## src/rtl/mips_ctrl_pkg.sv

```systemverilog
// Shared definitions for the multicycle MIPS control unit: states, opcodes,
// datapath-select encodings and the bundled control-word type.
package mips_ctrl_pkg;

   typedef enum logic [3:0] {
      FETCH   = 4'd0,
      DECODE  = 4'd1,
      MEMADDR = 4'd2,
      MEMRD   = 4'd3,
      MEMWB   = 4'd4,
      MEMWR   = 4'd5,
      EXEC    = 4'd6,
      RCOMP   = 4'd7,
      BRANCH  = 4'd8,
      JUMP    = 4'd9,
      ADDIEX  = 4'd10,
      ADDIWB  = 4'd11
   } state_t;

   localparam logic [5:0] OP_R    = 6'b000000;
   localparam logic [5:0] OP_LW   = 6'b100011;
   localparam logic [5:0] OP_SW   = 6'b101011;
   localparam logic [5:0] OP_BEQ  = 6'b000100;
   localparam logic [5:0] OP_J    = 6'b000010;
   localparam logic [5:0] OP_ADDI = 6'b001000;

   localparam logic [1:0] ALUOP_ADD   = 2'b00;
   localparam logic [1:0] ALUOP_SUB   = 2'b01;
   localparam logic [1:0] ALUOP_FUNCT = 2'b10;

   localparam logic [1:0] SRCB_REG   = 2'b00;
   localparam logic [1:0] SRCB_FOUR  = 2'b01;
   localparam logic [1:0] SRCB_IMM   = 2'b10;
   localparam logic [1:0] SRCB_BROFF = 2'b11;

   localparam logic [1:0] PCSRC_ALU    = 2'b00;
   localparam logic [1:0] PCSRC_ALUOUT = 2'b01;
   localparam logic [1:0] PCSRC_JUMP   = 2'b10;

   typedef struct packed {
      logic       pc_write;
      logic       pc_write_cond;
      logic       iord;
      logic       mem_read;
      logic       mem_write;
      logic       mem_to_reg;
      logic       ir_write;
      logic       alu_src_a;
      logic       reg_write;
      logic       reg_dst;
      logic [1:0] alu_op;
      logic [1:0] alu_src_b;
      logic [1:0] pc_source;
      logic       illegal_op;
   } ctrl_t;

   // States whose exit back to FETCH completes (retires) an instruction.
   function automatic logic is_retire_state(state_t s);
      return (s == MEMWB) || (s == MEMWR) || (s == RCOMP) ||
             (s == BRANCH) || (s == JUMP) || (s == ADDIWB);
   endfunction

endpackage

```

## src/rtl/multicycle_control_if.sv

```systemverilog
// Control-unit <-> datapath bundle: instruction/memory status in, control strobes out.
interface multicycle_control_if #(
   parameter int OPW  = 6,
   parameter int CNTW = 32
);
   logic [OPW-1:0]  opcode;
   logic            mem_ready;
   logic            PCWrite;
   logic            PCWriteCond;
   logic            IorD;
   logic            MemRead;
   logic            MemWrite;
   logic            MemtoReg;
   logic            IRWrite;
   logic            ALUSrcA;
   logic            RegWrite;
   logic            RegDst;
   logic [1:0]      ALUOp;
   logic [1:0]      ALUSrcB;
   logic [1:0]      PCSource;
   logic            illegal_op;
   logic [CNTW-1:0] instr_count;

   modport master (
      output opcode, mem_ready,
      input  PCWrite, PCWriteCond, IorD, MemRead, MemWrite, MemtoReg, IRWrite,
             ALUSrcA, RegWrite, RegDst, ALUOp, ALUSrcB, PCSource, illegal_op,
             instr_count
   );

   modport slave (
      input  opcode, mem_ready,
      output PCWrite, PCWriteCond, IorD, MemRead, MemWrite, MemtoReg, IRWrite,
             ALUSrcA, RegWrite, RegDst, ALUOp, ALUSrcB, PCSource, illegal_op,
             instr_count
   );
endinterface

```

## src/rtl/multicycle_control.sv

```systemverilog
// Multicycle MIPS control FSM (lw/sw/R-type/beq/j/addi) with a retired-instruction
// counter; outputs are forced low while reset is asserted.
module multicycle_control
   import mips_ctrl_pkg::*;
#(
   parameter int OPW  = 6,
   parameter int CNTW = 32
) (
   input  logic                clk,
   input  logic                rst_n,
   multicycle_control_if.slave bus
);

   state_t          state_q, state_d;
   logic            is_sw_q, is_sw_d;
   logic [CNTW-1:0] count_q, count_d;
   ctrl_t           ctrl;

   always_ff @(posedge clk or negedge rst_n) begin
      if (!rst_n) begin
         state_q <= FETCH;
         is_sw_q <= 1'b0;
         count_q <= '0;
      end else begin
         state_q <= state_d;
         is_sw_q <= is_sw_d;
         count_q <= count_d;
      end
   end

   always_comb begin
      state_d = FETCH;
      is_sw_d = is_sw_q;
      count_d = count_q;
      ctrl    = '0;

      case (state_q)
         FETCH: begin
            ctrl.mem_read  = 1'b1;
            ctrl.alu_src_b = SRCB_FOUR;
            if (bus.mem_ready) begin
               ctrl.ir_write = 1'b1;
               ctrl.pc_write = 1'b1;
               state_d       = DECODE;
            end else begin
               state_d = FETCH;
            end
         end
         DECODE: begin
            ctrl.alu_src_b = SRCB_BROFF;
            // The opcode is only ever looked at here; lw vs sw is remembered for MEMADDR.
            case (bus.opcode)
               OPW'(OP_LW):   begin state_d = MEMADDR; is_sw_d = 1'b0; end
               OPW'(OP_SW):   begin state_d = MEMADDR; is_sw_d = 1'b1; end
               OPW'(OP_R):    state_d = EXEC;
               OPW'(OP_BEQ):  state_d = BRANCH;
               OPW'(OP_J):    state_d = JUMP;
               OPW'(OP_ADDI): state_d = ADDIEX;
               default: begin
                  ctrl.illegal_op = 1'b1;
                  state_d         = FETCH;
               end
            endcase
         end
         MEMADDR: begin
            ctrl.alu_src_a = 1'b1;
            ctrl.alu_src_b = SRCB_IMM;
            state_d        = is_sw_q ? MEMWR : MEMRD;
         end
         MEMRD: begin
            ctrl.mem_read = 1'b1;
            ctrl.iord     = 1'b1;
            state_d       = bus.mem_ready ? MEMWB : MEMRD;
         end
         MEMWB: begin
            ctrl.mem_to_reg = 1'b1;
            ctrl.reg_write  = 1'b1;
            state_d         = FETCH;
         end
         MEMWR: begin
            ctrl.mem_write = 1'b1;
            ctrl.iord      = 1'b1;
            state_d        = bus.mem_ready ? FETCH : MEMWR;
         end
         EXEC: begin
            ctrl.alu_src_a = 1'b1;
            ctrl.alu_src_b = SRCB_REG;
            ctrl.alu_op    = ALUOP_FUNCT;
            state_d        = RCOMP;
         end
         RCOMP: begin
            ctrl.reg_dst   = 1'b1;
            ctrl.reg_write = 1'b1;
            state_d        = FETCH;
         end
         BRANCH: begin
            ctrl.alu_src_a     = 1'b1;
            ctrl.alu_src_b     = SRCB_REG;
            ctrl.alu_op        = ALUOP_SUB;
            ctrl.pc_write_cond = 1'b1;
            ctrl.pc_source     = PCSRC_ALUOUT;
            state_d            = FETCH;
         end
         JUMP: begin
            ctrl.pc_write  = 1'b1;
            ctrl.pc_source = PCSRC_JUMP;
            state_d        = FETCH;
         end
         ADDIEX: begin
            ctrl.alu_src_a = 1'b1;
            ctrl.alu_src_b = SRCB_IMM;
            ctrl.alu_op    = ALUOP_ADD;
            state_d        = ADDIWB;
         end
         ADDIWB: begin
            ctrl.reg_write = 1'b1;
            state_d        = FETCH;
         end
         default: state_d = FETCH;
      endcase

      if ((state_d == FETCH) && is_retire_state(state_q))
         count_d = count_q + CNTW'(1);

      // Reset must silence FETCH's Moore outputs too, not just the state register.
      if (!rst_n)
         ctrl = '0;
   end

   assign bus.PCWrite     = ctrl.pc_write;
   assign bus.PCWriteCond = ctrl.pc_write_cond;
   assign bus.IorD        = ctrl.iord;
   assign bus.MemRead     = ctrl.mem_read;
   assign bus.MemWrite    = ctrl.mem_write;
   assign bus.MemtoReg    = ctrl.mem_to_reg;
   assign bus.IRWrite     = ctrl.ir_write;
   assign bus.ALUSrcA     = ctrl.alu_src_a;
   assign bus.RegWrite    = ctrl.reg_write;
   assign bus.RegDst      = ctrl.reg_dst;
   assign bus.ALUOp       = ctrl.alu_op;
   assign bus.ALUSrcB     = ctrl.alu_src_b;
   assign bus.PCSource    = ctrl.pc_source;
   assign bus.illegal_op  = ctrl.illegal_op;
   assign bus.instr_count = count_q;

endmodule

```

## src/flat_wrapper.sv

```systemverilog
// flat-port wrapper written by rule: the top's interface ports become plain ports
module multicycle_control_flat import mips_ctrl_pkg::*;
#(
   parameter int OPW  = 6,
   parameter int CNTW = 32
)
  (clk, rst_n, bus_opcode, bus_mem_ready, bus_PCWrite, bus_PCWriteCond, bus_IorD, bus_MemRead, bus_MemWrite, bus_MemtoReg, bus_IRWrite, bus_ALUSrcA, bus_RegWrite, bus_RegDst, bus_ALUOp, bus_ALUSrcB, bus_PCSource, bus_illegal_op, bus_instr_count);
  multicycle_control_if #(.OPW(OPW), .CNTW(CNTW)) bus_i ();
  input  logic clk;
  input  logic rst_n;
  input wire logic [$bits(bus_i.opcode)-1:0] bus_opcode;
  input wire logic [$bits(bus_i.mem_ready)-1:0] bus_mem_ready;
  output wire logic [$bits(bus_i.PCWrite)-1:0] bus_PCWrite;
  output wire logic [$bits(bus_i.PCWriteCond)-1:0] bus_PCWriteCond;
  output wire logic [$bits(bus_i.IorD)-1:0] bus_IorD;
  output wire logic [$bits(bus_i.MemRead)-1:0] bus_MemRead;
  output wire logic [$bits(bus_i.MemWrite)-1:0] bus_MemWrite;
  output wire logic [$bits(bus_i.MemtoReg)-1:0] bus_MemtoReg;
  output wire logic [$bits(bus_i.IRWrite)-1:0] bus_IRWrite;
  output wire logic [$bits(bus_i.ALUSrcA)-1:0] bus_ALUSrcA;
  output wire logic [$bits(bus_i.RegWrite)-1:0] bus_RegWrite;
  output wire logic [$bits(bus_i.RegDst)-1:0] bus_RegDst;
  output wire logic [$bits(bus_i.ALUOp)-1:0] bus_ALUOp;
  output wire logic [$bits(bus_i.ALUSrcB)-1:0] bus_ALUSrcB;
  output wire logic [$bits(bus_i.PCSource)-1:0] bus_PCSource;
  output wire logic [$bits(bus_i.illegal_op)-1:0] bus_illegal_op;
  output wire logic [$bits(bus_i.instr_count)-1:0] bus_instr_count;
  assign bus_i.opcode = bus_opcode;
  assign bus_i.mem_ready = bus_mem_ready;
  assign bus_PCWrite = bus_i.PCWrite;
  assign bus_PCWriteCond = bus_i.PCWriteCond;
  assign bus_IorD = bus_i.IorD;
  assign bus_MemRead = bus_i.MemRead;
  assign bus_MemWrite = bus_i.MemWrite;
  assign bus_MemtoReg = bus_i.MemtoReg;
  assign bus_IRWrite = bus_i.IRWrite;
  assign bus_ALUSrcA = bus_i.ALUSrcA;
  assign bus_RegWrite = bus_i.RegWrite;
  assign bus_RegDst = bus_i.RegDst;
  assign bus_ALUOp = bus_i.ALUOp;
  assign bus_ALUSrcB = bus_i.ALUSrcB;
  assign bus_PCSource = bus_i.PCSource;
  assign bus_illegal_op = bus_i.illegal_op;
  assign bus_instr_count = bus_i.instr_count;
  multicycle_control #(.OPW(OPW), .CNTW(CNTW)) u_core (.clk(clk), .rst_n(rst_n), .bus(bus_i));
endmodule
```

## config.mk

```make
export PLATFORM = sky130hd
export DESIGN_NAME = multicycle_control_flat
export DESIGN_NICKNAME = d
export VERILOG_FILES = /design/src/rtl/mips_ctrl_pkg.sv /design/src/rtl/multicycle_control_if.sv /design/src/rtl/multicycle_control.sv /design/src/flat_wrapper.sv
export SDC_FILE = /design/constraint.sdc
export NUM_CORES = 1
export LEC_CHECK = 0
export ABC_CLOCK_PERIOD_IN_PS = 5700
export CORE_UTILIZATION = 51
export DETAILED_ROUTE_END_ITERATION = 6
export PLACE_DENSITY_LB_ADDON = 0.2
export SYNTH_ARGS = -nofsm -noshare
export SYNTH_HDL_FRONTEND = slang
export SYNTH_SLANG_ARGS = --single-unit
export TNS_END_PERCENT = 5
```

## constraint.sdc

```tcl
create_clock -name clk -period 5.7 [get_ports clk]
set_clock_uncertainty 0.15 [all_clocks]
set_input_delay 0.855 -clock clk [delete_from_list [all_inputs] [get_ports clk]]
set_output_delay 0.855 -clock clk [all_outputs]
set_load 0.05 [all_outputs]
```

== Word level (Yosys, flattened, before mapping) ==
Index checks and enable logic that the tools add are counted.
Storage, ports and cells
  output and inout bits: 49
  bits of input ports: 9
  word-level logic and storage cells: 62
  bits in registers: 37
Cells by class
  eq/ne operators: 16
  reductions and logical operators: 18
  add/subtract/negate cells: 1
  multiplexer cells: 24
Operators by type and width (number)
  adder 32 x 1 -> 32 bit (second input constant): 1
  case mux 4 bit (7 select lines): 1
  case mux 4 bit (5 select lines): 1
  two-way mux 17 bit: 1
  == test 4 x 3 -> 1 bit (second input constant): 4
  == test 4 bit (second input constant): 4
  two-way mux 1 bit: 13
  == test 6 bit (second input constant): 2
  two-way mux 3 bit: 3
  == test 4 x 2 -> 1 bit (second input constant): 2
  zero test 4 bit: 2
  case mux 2 bit (2 select lines): 2
  OR reduction 2 bit: 4
  == test 6 x 2 -> 1 bit (second input constant): 1
  == test 6 x 3 -> 1 bit (second input constant): 1
  == test 6 x 4 -> 1 bit (second input constant): 1
  zero test 6 bit: 1
  case mux 2 bit (3 select lines): 1
  OR reduction 6 bit: 1
  logical OR 1 bit: 5
  == test 4 x 1 -> 1 bit (second input constant): 1
  case mux 1 bit (2 select lines): 2
  OR reduction 4 bit: 1
  OR reduction 3 bit: 1
  3 further kinds: 3

== Logic depth before layout (Yosys ltp) ==
  depth in word-level cells: 7
  gate-level depth with buffers: 8
  gate-level depth less buffers: 5

== Worst setup path before layout ==
Ideal clock, no wire load.
  kind: input to output
  start: input port bus_opcode[1]
  end: output port bus_illegal_op
  slack: 1.042 ns
  arrival time: 3.653 ns
  data required time: 4.695 ns
  stages on the path: 5
  buffers on the path: 0
  cells stage by stage: or3_1 a21oi_1 a41oi_1 nor2_1 a2111oi_0
On the way
  cells in the longest elaborated chain, start to end: 5
  elaborated cells between the ends (all ways): 10
  those cells by class: 5 x eq/ne; 3 x mux; 2 x reduce/logical
RTL lines
  from (decl): RTL line flat_wrapper.sv:11  | input wire logic [$bits(bus_i.opcode)-1:0] bus_opcode;
  == test 6 bit, or another cell as far along: RTL line multicycle_control.sv:52  | case (bus.opcode)
  OR reduction 6 bit (no source line) (*)
  two-way mux 1 bit (*): RTL line multicycle_control.sv:52
  two-way mux 1 bit (*): RTL line multicycle_control.sv:37  | case (state_q)
  two-way mux 17 bit (*): RTL line multicycle_control.sv:126  | if (!rst_n)
  to (decl): RTL line flat_wrapper.sv:26  | output wire logic [$bits(bus_i.illegal_op)-1:0] bus_illegal_op;
Every way passes the cells marked *; elsewhere a longest branch is shown, timed or not.

== Worst setup path after layout ==
  start: input port bus_opcode[0]
  end: output port bus_illegal_op
Same word-level chain as after synthesis.

==> impl_metrics.toml <==
[timing]
fmax_ghz = 0.246
tightest_slew_ns = 1.17
setup_ws_ns = 1.63
slew_headroom_pct = 21.4
grt_setup_unrepaired = "no"
tns_ns = 0
setup_viol_count_final = 0
final.min_clock_period_ns = 4.07
post-route-period-util_pct = 71.4
hold_viol_final = 0
slew_viol_final = 0

[synth]
post_synth_and_or_nand_nor_area_fraction_pct = 26.9
synthTopCellsByArea = "dfrtp_1, xnor2_1, nand3_1, and3_1, nand4_1"
post_synth_inst_count = 206
synth.net_count = 216
yosys_warnings = 0
synth-edff-count = 0
synth_top_family_by_area = "simple AND/OR/NAND/NOR gates"
synth_seq_area_share_pct = 45.4
syn_area_sq_mm = 0.00204
postSynth.asyncResetShare_pct = 100
synthesis.area_per_instance_sq_um = 9.90
synth-seq-cells = 37
synth_mux_area_share_pct = 1.29
synth_compound_gate_area_share_pct = 7.85
yosys.cell_types.count = 47
synth_top_area_share_pct = 45.4
synthFlopType = "dfrtp_1"
synth_top_area_cell = "dfrtp_1"
post_synth_fa_ha_maj_area_fraction_pct = 0.613
synth_xor_area_share_pct = 14.6

[final_layout]
final_cell_area_sq_mm = 0.00271
utilization_pct = 72.4
nets = 273
number_of_fill_cells_in_the_layout = 302
final_cell_mix = "clkdlybuf4s50_1, dfrtp_1, xnor2_1, nand2_1, nand3_1"
number_of_antenna_cells_inserted = 0
area.growth.synth_to_final_pct = 32.8
layout.cells.most_common = "clkdlybuf4s50_1"
post_route_cells_drive_above_1_share_pct = 6.84

[floorplanning]
floorplan.core_area_sq_mm = 0.00374
fp.dieArea_sq_mm = 0.00426
starting_utilization_of_the_core_area_pct = 54.5
site_rows = 22
die-width_um = 65.2
height_of_the_die_um = 65.2
pin_count = 58

[power_and_ir_drop]
internal_power_mw = 0.479
p_total_mw = 0.777
pwr-share-seq_pct = 42.7
static_leakage_power_nw = 1.11
clkPwrFrac_pct = 23.1
switching_share_pct = 38.4
netSwitchingPower_mw = 0.299
power_density_mw_per_mm2 = 287
power.ir.vdd_worst_mv = 0.196
power.combinational.fraction_pct = 34.2

[setup_path]
critical_path_required_ns = 4.70
end_kind = "primary output"
cp_top_family = "buffers and inverters"
worst-setup-path-type = "input port to primary output"
critPathSlowestCell = "clkdlybuf4s50_1"
crit_fanout = 5
setup.worst_path.start_class = "input port"
cp_data_arrival_time_ns = 3.06
cp_common_cell = "clkdlybuf4s50_1"
critical_path_max_stage_delay_ns = 0.87
path_cells = "clkdlybuf4s50_1, or3_1, a21oi_1, a41oi_1, nor2_1, a2111oi_0, clkdlybuf4s50_1"
worstPathBufferInverterCount = 2
internal_reg_to_reg_setup_slack_ns = 2.87

[clocking]
tritoncts.num_buffers = 5
post_cts_setup_buffers = 0
ctsRootBufferMaster = "clkbuf_8"
worst_skew_pair.late_latency_ns = 0.29
cts_tree = "built"
ctsHtreeMaxLevel = 2
post_cts_resized = 0
cts-hold-fix-buffers = 0
clock-sinks = 37
max-clock-path-buffers = 2
cts.clk_slew.worst_paths_ns = 0.07

[detailed_routing]
first_iter_violations = 129
remaining_drc_errors = 0
route.detailed.wl_per_inst_um = 13.6
dr_pass1_iterations = 4
postRouteWirelength_mm = 4.24
avgViaCountPerCell = 5.45
drt_antenna_net_count = 0
via_count = 1696

[global_routing]
antenna_found_initial = 0
grt_start_max_net_pins = 42
grt_pass1_wl_mm = 7.11
global_route.usage.total_pct = 21.8
overflow_after_grt = 0
grt_pass1_vias = 1522

[run_status]
status = "finished, final reports clean"

[placement]
place_ws_ns = 1.65
placed_cell_area_sq_mm = 0.00262
port_buffers = 57
place.detailed.hpwl_mm = 3.04
routability_congestion_estimate_from_global_placement = 0.803

[job]
max-cap-violations = 0

[min_path]
timing.hold.worst.class = "register to register"
-- power by group through the flow --
stage	Sequential [mW]	Clock (mW)	Combinational, mW
after global placement	0.335	0	0.264
after CTS	0.331	0.185	0.267
after global routing	0.337	0.196	0.283
after floorplan	0.359	0	0.165
after detailed placement	0.335	0	0.266
final	0.332	0.179	0.266
-- final timing paths --
check                                                        from                                endpoint  cells after the start
max                                                 bus_opcode[0]                          bus_illegal_op                      7
max reg2reg                           u_core.state_q[0]$_DFF_PN0_  u_core.bus.instr_count[17]$_DFFE_PN0P_                      5
min                        u_core.bus.instr_count[31]$_DFFE_PN0P_  u_core.bus.instr_count[31]$_DFFE_PN0P_                      1
max in group asynchronous                                   rst_n             u_core.state_q[1]$_DFF_PN0_                      2
min reg2reg                u_core.bus.instr_count[31]$_DFFE_PN0P_  u_core.bus.instr_count[31]$_DFFE_PN0P_                      1
min in group asynchronous                                   rst_n  u_core.bus.instr_count[29]$_DFFE_PN0P_                      2
-- cells in the mapped netlist (2+ instances only) --
cell type and instances:
nor3b_1 2, buf_4 3, dfrtp_1 37, a21oi_1 7, o21ai_0 9, nor3_1 5
buf_1 2, inv_1 5, nor2_1 14, and2_1 2, xor2_1 6, or2_1 2
nand2_1 16, nor4b_1 2, xnor2_1 28, and4_1 2, nand3_1 15, and3_1 10
nand4_1 10, nor2b_1 2
-- flip-flops by register name, indices dropped and copies added, names as in the netlist --
| register | cells |
|---|---|
| u_core.state_q | 4 |
| u_core.bus.instr_count | 32 |
| u_core.is_sw_q | 1 |
-- final cells by class --
cell class	count	area, sq um	share of cell area [%]
multi-input cells	156	1040	38.6
flip-flops and latches	37	926	34.2
repair buffers	58	573	21.2
clock buffers	7	86.3	3.19
well taps	48	60.1	2.22
inverters	5	18.8	0.693
-- metrics by stage --
step / hold slack [ns] / std cells
CTS: 0.325 / 311
global route: 0.343 / 311
detailed placement: 0.316 / 304
floorplan: 0.356 / 206
global placement: 0.310 / 304
finish: 0.318 / 311
-- cells by family after synthesis --
family,Yosys count
and+or+nand+nor,94
DFF,37
xor gates and xnor gates,34
AOI/OAI and AO/OA,25
buffers and inverters,13
muxes,2
adders and majority gates,1
-- layer usage --
layer	part of all wire (%)	GRT usage (%)	vias up
met2	47	35.3	45
met1	48	28.9	797
li1	-	-	849
met3	3.9	4.69	5
met5	0	0	-
met4	0.99	7.34	0
-- worst reg2reg max path, stage by stage, from the launching register on --
cell and delay (ns):
dfrtp_1 0.68, or2b_2 0.26, nand2_1 0.17, nor4_2 1.04, nand4_1 0.24, xnor2_1 0.18
Note: power is estimated with default switching activity, not from simulation.
